## src/rtl/btc_job_loader.sv

```systemverilog
// Header-word loader: buffers a 20-word block header, then streams it to the SHA core with ready/valid.
// Build option JOB_LOADER_NONCE_INC_EN: bump word 19 after each job and keep the mask so restart needs no rewrite.
module btc_job_loader (
  input  logic        wb_clk_i,
  input  logic        rst_n,
  input  logic        wr_en,
  input  logic [4:0]  wr_addr,
  input  logic [31:0] wr_data,
  input  logic        start,
  input  logic        core_ready,
  output logic        core_valid,
  output logic [31:0] core_word,
  output logic        core_last,
  output logic        busy,
  output logic        err,
  output logic [15:0] status_io
);

  // state  | meaning
  // IDLE   | accepting header writes, waiting for start
  // STREAM | offering buffer[index] to the core
  // DONE   | one-cycle wrap-up before returning to IDLE
  typedef enum logic [1:0] {S_IDLE, S_STREAM, S_DONE} state_t;

  localparam logic [4:0]  LAST_IDX    = 5'd19;
  localparam logic [15:0] ST_FEED     = 16'hFEED;
  localparam logic [15:0] ST_DEAD     = 16'hDEAD;
  localparam logic [15:0] ST_BAD      = 16'hBAD0;

  state_t      r_state;
  logic [4:0]  r_idx;
  logic [19:0] r_mask;
  logic [31:0] r_buf [0:19];
  logic        r_core_valid;
  logic [31:0] r_core_word;
  logic        r_core_last;
  logic        r_busy;
  logic        r_err;
  logic [15:0] r_status;

  logic        w_addr_ok;
  logic        w_wr_ok;
  logic        w_mask_full;
  logic [4:0]  w_idx_nxt;

  assign w_addr_ok   = (wr_addr <= LAST_IDX);
  assign w_wr_ok     = wr_en && (r_state == S_IDLE) && w_addr_ok;
  assign w_mask_full = &r_mask;
  assign w_idx_nxt   = r_idx + 5'd1;

  // Buffer has no reset: a partial job is discarded through the mask instead.
  always_ff @(posedge wb_clk_i) begin
    if (w_wr_ok) begin
      r_buf[wr_addr] <= wr_data;
    end
`ifdef JOB_LOADER_NONCE_INC_EN
    else if (r_state == S_DONE) begin
      r_buf[LAST_IDX] <= r_buf[LAST_IDX] + 32'd1;
    end
`endif
  end

  always_ff @(posedge wb_clk_i or negedge rst_n) begin
    if (!rst_n) begin
      r_state      <= S_IDLE;
      r_idx        <= 5'd0;
      r_mask       <= 20'd0;
      r_core_valid <= 1'b0;
      r_core_word  <= 32'd0;
      r_core_last  <= 1'b0;
      r_busy       <= 1'b0;
      r_err        <= 1'b0;
      r_status     <= 16'h0000;
    end else begin
      case (r_state)
        S_IDLE: begin
          if (wr_en && !w_addr_ok) begin
            r_err <= 1'b1;
          end
          if (w_wr_ok) begin
            r_mask[wr_addr] <= 1'b1;
          end
          if (start) begin
            if (w_mask_full) begin
              r_state      <= S_STREAM;
              r_busy       <= 1'b1;
              r_idx        <= 5'd0;
              r_core_valid <= 1'b1;
              r_core_word  <= r_buf[0];
              r_core_last  <= 1'b0;
              r_status     <= ST_FEED;
            end else begin
              r_err    <= 1'b1;
              r_status <= ST_BAD;
            end
          end
        end
        S_STREAM: begin
          if (wr_en || start) begin
            r_err <= 1'b1;
          end
          // core_valid is always high here, so ready alone marks a transfer
          if (core_ready) begin
            if (r_idx == LAST_IDX) begin
              r_state      <= S_DONE;
              r_core_valid <= 1'b0;
              r_core_last  <= 1'b0;
              r_status     <= ST_DEAD;
            end else begin
              r_idx       <= w_idx_nxt;
              r_core_word <= r_buf[w_idx_nxt];
              r_core_last <= (w_idx_nxt == LAST_IDX);
            end
          end
        end
        S_DONE: begin
          if (wr_en || start) begin
            r_err <= 1'b1;
          end
          r_state <= S_IDLE;
          r_busy  <= 1'b0;
          r_idx   <= 5'd0;
`ifndef JOB_LOADER_NONCE_INC_EN
          r_mask  <= 20'd0;
`endif
        end
        default: begin
          r_state      <= S_IDLE;
          r_busy       <= 1'b0;
          r_core_valid <= 1'b0;
          r_core_last  <= 1'b0;
        end
      endcase
    end
  end

  assign core_valid = r_core_valid;
  assign core_word  = r_core_word;
  assign core_last  = r_core_last;
  assign busy       = r_busy;
  assign err        = r_err;
  assign status_io  = r_status;

endmodule

```

## config.mk

```make
export PLATFORM = sky130hd
export DESIGN_NAME = btc_job_loader
export DESIGN_NICKNAME = d
export VERILOG_FILES = /design/src/rtl/btc_job_loader.sv
export SDC_FILE = /design/constraint.sdc
export NUM_CORES = 1
export LEC_CHECK = 0
export BUFFER_PORTS_ARGS = -buffer_cell sky130_fd_sc_hd__clkbuf_2
export CORE_MARGIN = 2
export CORE_UTILIZATION = 45
export CTS_CLUSTER_DIAMETER = 60
export DETAILED_ROUTE_END_ITERATION = 12
export GPL_TIMING_DRIVEN = 0
export SLEW_MARGIN = 10
export SYNTH_ARGS = -nofsm -noshare
export SYNTH_HDL_FRONTEND = slang
export SYNTH_SLANG_ARGS = --single-unit
```

## constraint.sdc

```tcl
create_clock -name wb_clk_i -period 3.5 [get_ports wb_clk_i]
set_input_delay 0.35 -clock wb_clk_i [delete_from_list [all_inputs] [get_ports wb_clk_i]]
set_output_delay 0.35 -clock wb_clk_i [all_outputs]
set_load 0.005 [all_outputs]
```

==> results.ini <==
[global_routing]
grt_pass1_vias = 14180
antenna_found_initial = 1
grt_pass1_wl_um = 100700
grt_max_degree = 45
grt-ovfl-total = 0
grt_usage_pct = 22.61

[yosys]
ys.flop_type = edfxtp_1
syn_area_um2 = 27460
ys_async_sr_fraction_pct = 9.477
yosys.area.top_type_share_pct = 69.99
synth-seq-cells = 707
synth_area_leaders = edfxtp_1, mux4_2, dfrtp_1
ys_warn_count = 0
yosysSeqAreaShare_pct = 76.09
ys_types = 46
synth_enable_flop_cells = 640
synth_top_cell_by_area = edfxtp_1
avgSynthCellArea_um2 = 20.93
syn_inst = 1312

[layout]
final_util_pct = 52.87
fill_cells = 4725
final_common_cell = edfxtp_1
most-common-layout-cells = edfxtp_1, mux4_2, clkbuf_2, clkbuf_16
layout.nets = 1552
design_area_um2 = 31910
num_antenna_cells = 0
layout-drive-gt1-share_pct = 32.44
area_growth_pct = 16.21

[status]
status = finished, final reports clean

[timing]
period_share_pct = 92.07
grt_setup_unrepaired = false
hold_ws_ns = 0.1993
fin_ws_ns = 0.2777
max_freq_mhz = 310.3
finalClockSkew_ns = 0.02360
worst_slew_pin_slew_ns = 1.144
hold_viol = 0
setup_tns_ns = 0
finalSetupViolations = 0
slew_viol_final = 0
min_period_ns = 3.222
max_slew_margin_pct = 23.14

[worst_setup_path]
crit_path_frequent_cell = buf_6
cp_cell_sequence = buf_6 -> buf_6 -> inv_1 -> ha_1 -> buf_2 -> clkbuf_4 -> mux4_2 -> mux2_2 -> a222oi_1 -> a31oi_1
cp-end-kind = flop
critPathMaxStageDelay_ns = 0.39
regToRegStartpoint = r_idx[0]$_DFFE_PN0P_
cpMaxStageDelayCell = dfrtp_1
required_ns = 3.94
crit_start = r_idx[0]$_DFFE_PN0P_
startpoint_type = flop
r2r-end = core_word[19]$_DFFE_PN0P_
r2r_cells = 10
cp-endpoint = core_word[19]$_DFFE_PN0P_
worstPathMaxFanout = 18
worstSetupPathType = flop to flop
worstPathArrival_ns = 3.66
r2r_setup_slack_ns = 0.28

[floorplanning]
core_area_um2 = 60360
top_level_ports = 94
dieWidth_um = 251.0
start_util_pct = 45.50
num_rows = 90
chipHeight_um = 251.0
die_area_um2 = 63010

[placement]
gp_congestion = 0.7703
hpwl_um = 43140
io_buffers = 91
placed_area_um2 = 29590
place_ws_ns = -0.7701

[clocking]
cts-root-buf = clkbuf_16
cts_buffers = 73
cts.htree.levels = 3
post-cts-setup-buffers = 0
clk_latency_ns = 0.61
clock_tree.buffer_depth = 3
numClockSinks = 707
cts_tree = yes
clk_pin_slew_worst_paths_ns = 0.06

[min_path]
min_path_type = input pin to flop

[route]
wl_um = 70090
drt-wirelength-per-cell_um = 29.89
routed_via_density = 5.989
dr.first_iter.drc_count = 1533
num_vias = 14040
ant_nets = 0
drc = 0
dr.pass1.iters = 10

[pwr]
power_density_nw_per_um2 = 754.2
p_leak_nw = 10.45
ir_drop_mv = 0.4985

[run]
maxCapViolCount = 0

where the power goes:
part / leakage [nW] / total (mW) / switching (mW) / internal [mW]
logic: 2.79 / 6.87 / 3.79 / 3.08
clock network: 1.08 / 7.30 / 3.16 / 4.14
registers: 6.57 / 9.90 / 0.294 / 9.60
worst min path at each step:
| stage | from | to | slack, ns | cells after the start |
|---|---|---|---|---|
| final | start | status_io[13]$_DFFE_PN0P_ | 0.20 | 4 |
| after global placement | err$_DFFE_PN0P_ | err$_DFFE_PN0P_ | 0.47 | 2 |
| after floorplan | rst_n | busy$_DFFE_PN0P_ | 0.05 | 0 |
| after detailed placement | rst_n | core_word[11]$_DFFE_PN0P_ | 0.40 | 1 |
| after global routing | wr_data[29] | r_buf[17][29]$_DFFE_PP_ | 0.22 | 1 |
| after CTS | wr_data[2] | r_buf[3][2]$_DFFE_PP_ | 0.17 | 1 |
through the flow:
stage	cells	total power, mW
after global routing	2345	24.98
final	2345	24.07
after global placement	2186	16.79
after detailed placement	2210	16.93
after CTS	2346	24.26
after floorplan	1313	14.40
state kept, by name, summed over array words and instances (netlist names):
| register | flops |
|---|---|
| busy | 1 |
| r_mask | 20 |
| core_word | 32 |
| r_idx | 5 |
| core_valid | 1 |
| r_buf | 640 |
| r_state | 2 |
| status_io | 4 |
| err | 1 |
| core_last | 1 |
metal layers:
metal  up-vias  routed length (um)  part of all wire [%]  global-route usage [%]
li1       5870                   -                     -                       -
met1      7522               29860                    43                   32.45
met2       569               34200                    49                   36.59
met3        81                4861                   6.9                   3.583
met4         2                1158                   1.7                   5.816
met5         -                  11                 0.016                       0
critical path, delay by kind of cell (launching register included):
family	cells	cell delay (ns)
buffers and inverters	5	1.24
multiplexers	2	0.62
AO/OA/AOI/OAI	2	0.50
flip-flops	1	0.39
adder cells (fa/ha/maj)	1	0.28
cells by family (layout without fill, tap and decap cells):
kind of cell / after synthesis / after routing / synth area share (%)
AOI/OAI and AO/OA: 145 / 145 / 3.545
xor gates and xnor gates: 4 / 4 / 0.1276
adders and majority gates: 5 / 5 / 0.2278
buffers and inverters: 95 / 345 / 1.818
DFF: 707 / 707 / 76.09
muxes: 227 / 227 / 16.12
other: 1 / 2 / 0.01366
and+or+nand+nor: 128 / 128 / 2.059
cells in the mapped netlist, drive strengths merged, types with 2 or more instances:
| cell | number |
|---|---|
| mux4 | 160 |
| nor2b | 2 |
| o31ai | 3 |
| nand2 | 43 |
| edfxtp | 640 |
| o21ai | 7 |
| nand3 | 3 |
| and2 | 2 |
| mux2 | 67 |
| a222oi | 32 |
| a31oi | 35 |
| a21oi | 58 |
| xnor2 | 2 |
| xor2 | 2 |
| clkbuf | 40 |
| buf | 46 |
| nand2b | 3 |
| nor2 | 53 |
| nor3b | 3 |
| dfrtp | 67 |
| nor3 | 7 |
| inv | 9 |
| or2 | 2 |
| ha | 5 |
| nand4 | 7 |
repair_timing:
item	CTS	global route
gates resized for setup	31	5
pin swaps	0	1
endpoints found under the hold margin	24	0
endpoints found under the setup margin	33	30
hold buffers	3	0
final cells by class:
class | count | area (um2) | share of cell area (%)
repair buffers | 118 | 1021 | 3.199
plain buffers | 85 | 526.8 | 1.651
clock inverters | 30 | 157.7 | 0.4940
flip-flops and latches | 707 | 20900 | 65.48
well taps | 782 | 978.4 | 3.066
clock buffers | 103 | 2074 | 6.501
inverters | 9 | 33.78 | 0.1059
multi-input cells | 511 | 6225 | 19.51
No activity file was read; power rests on OpenSTA's default activity.
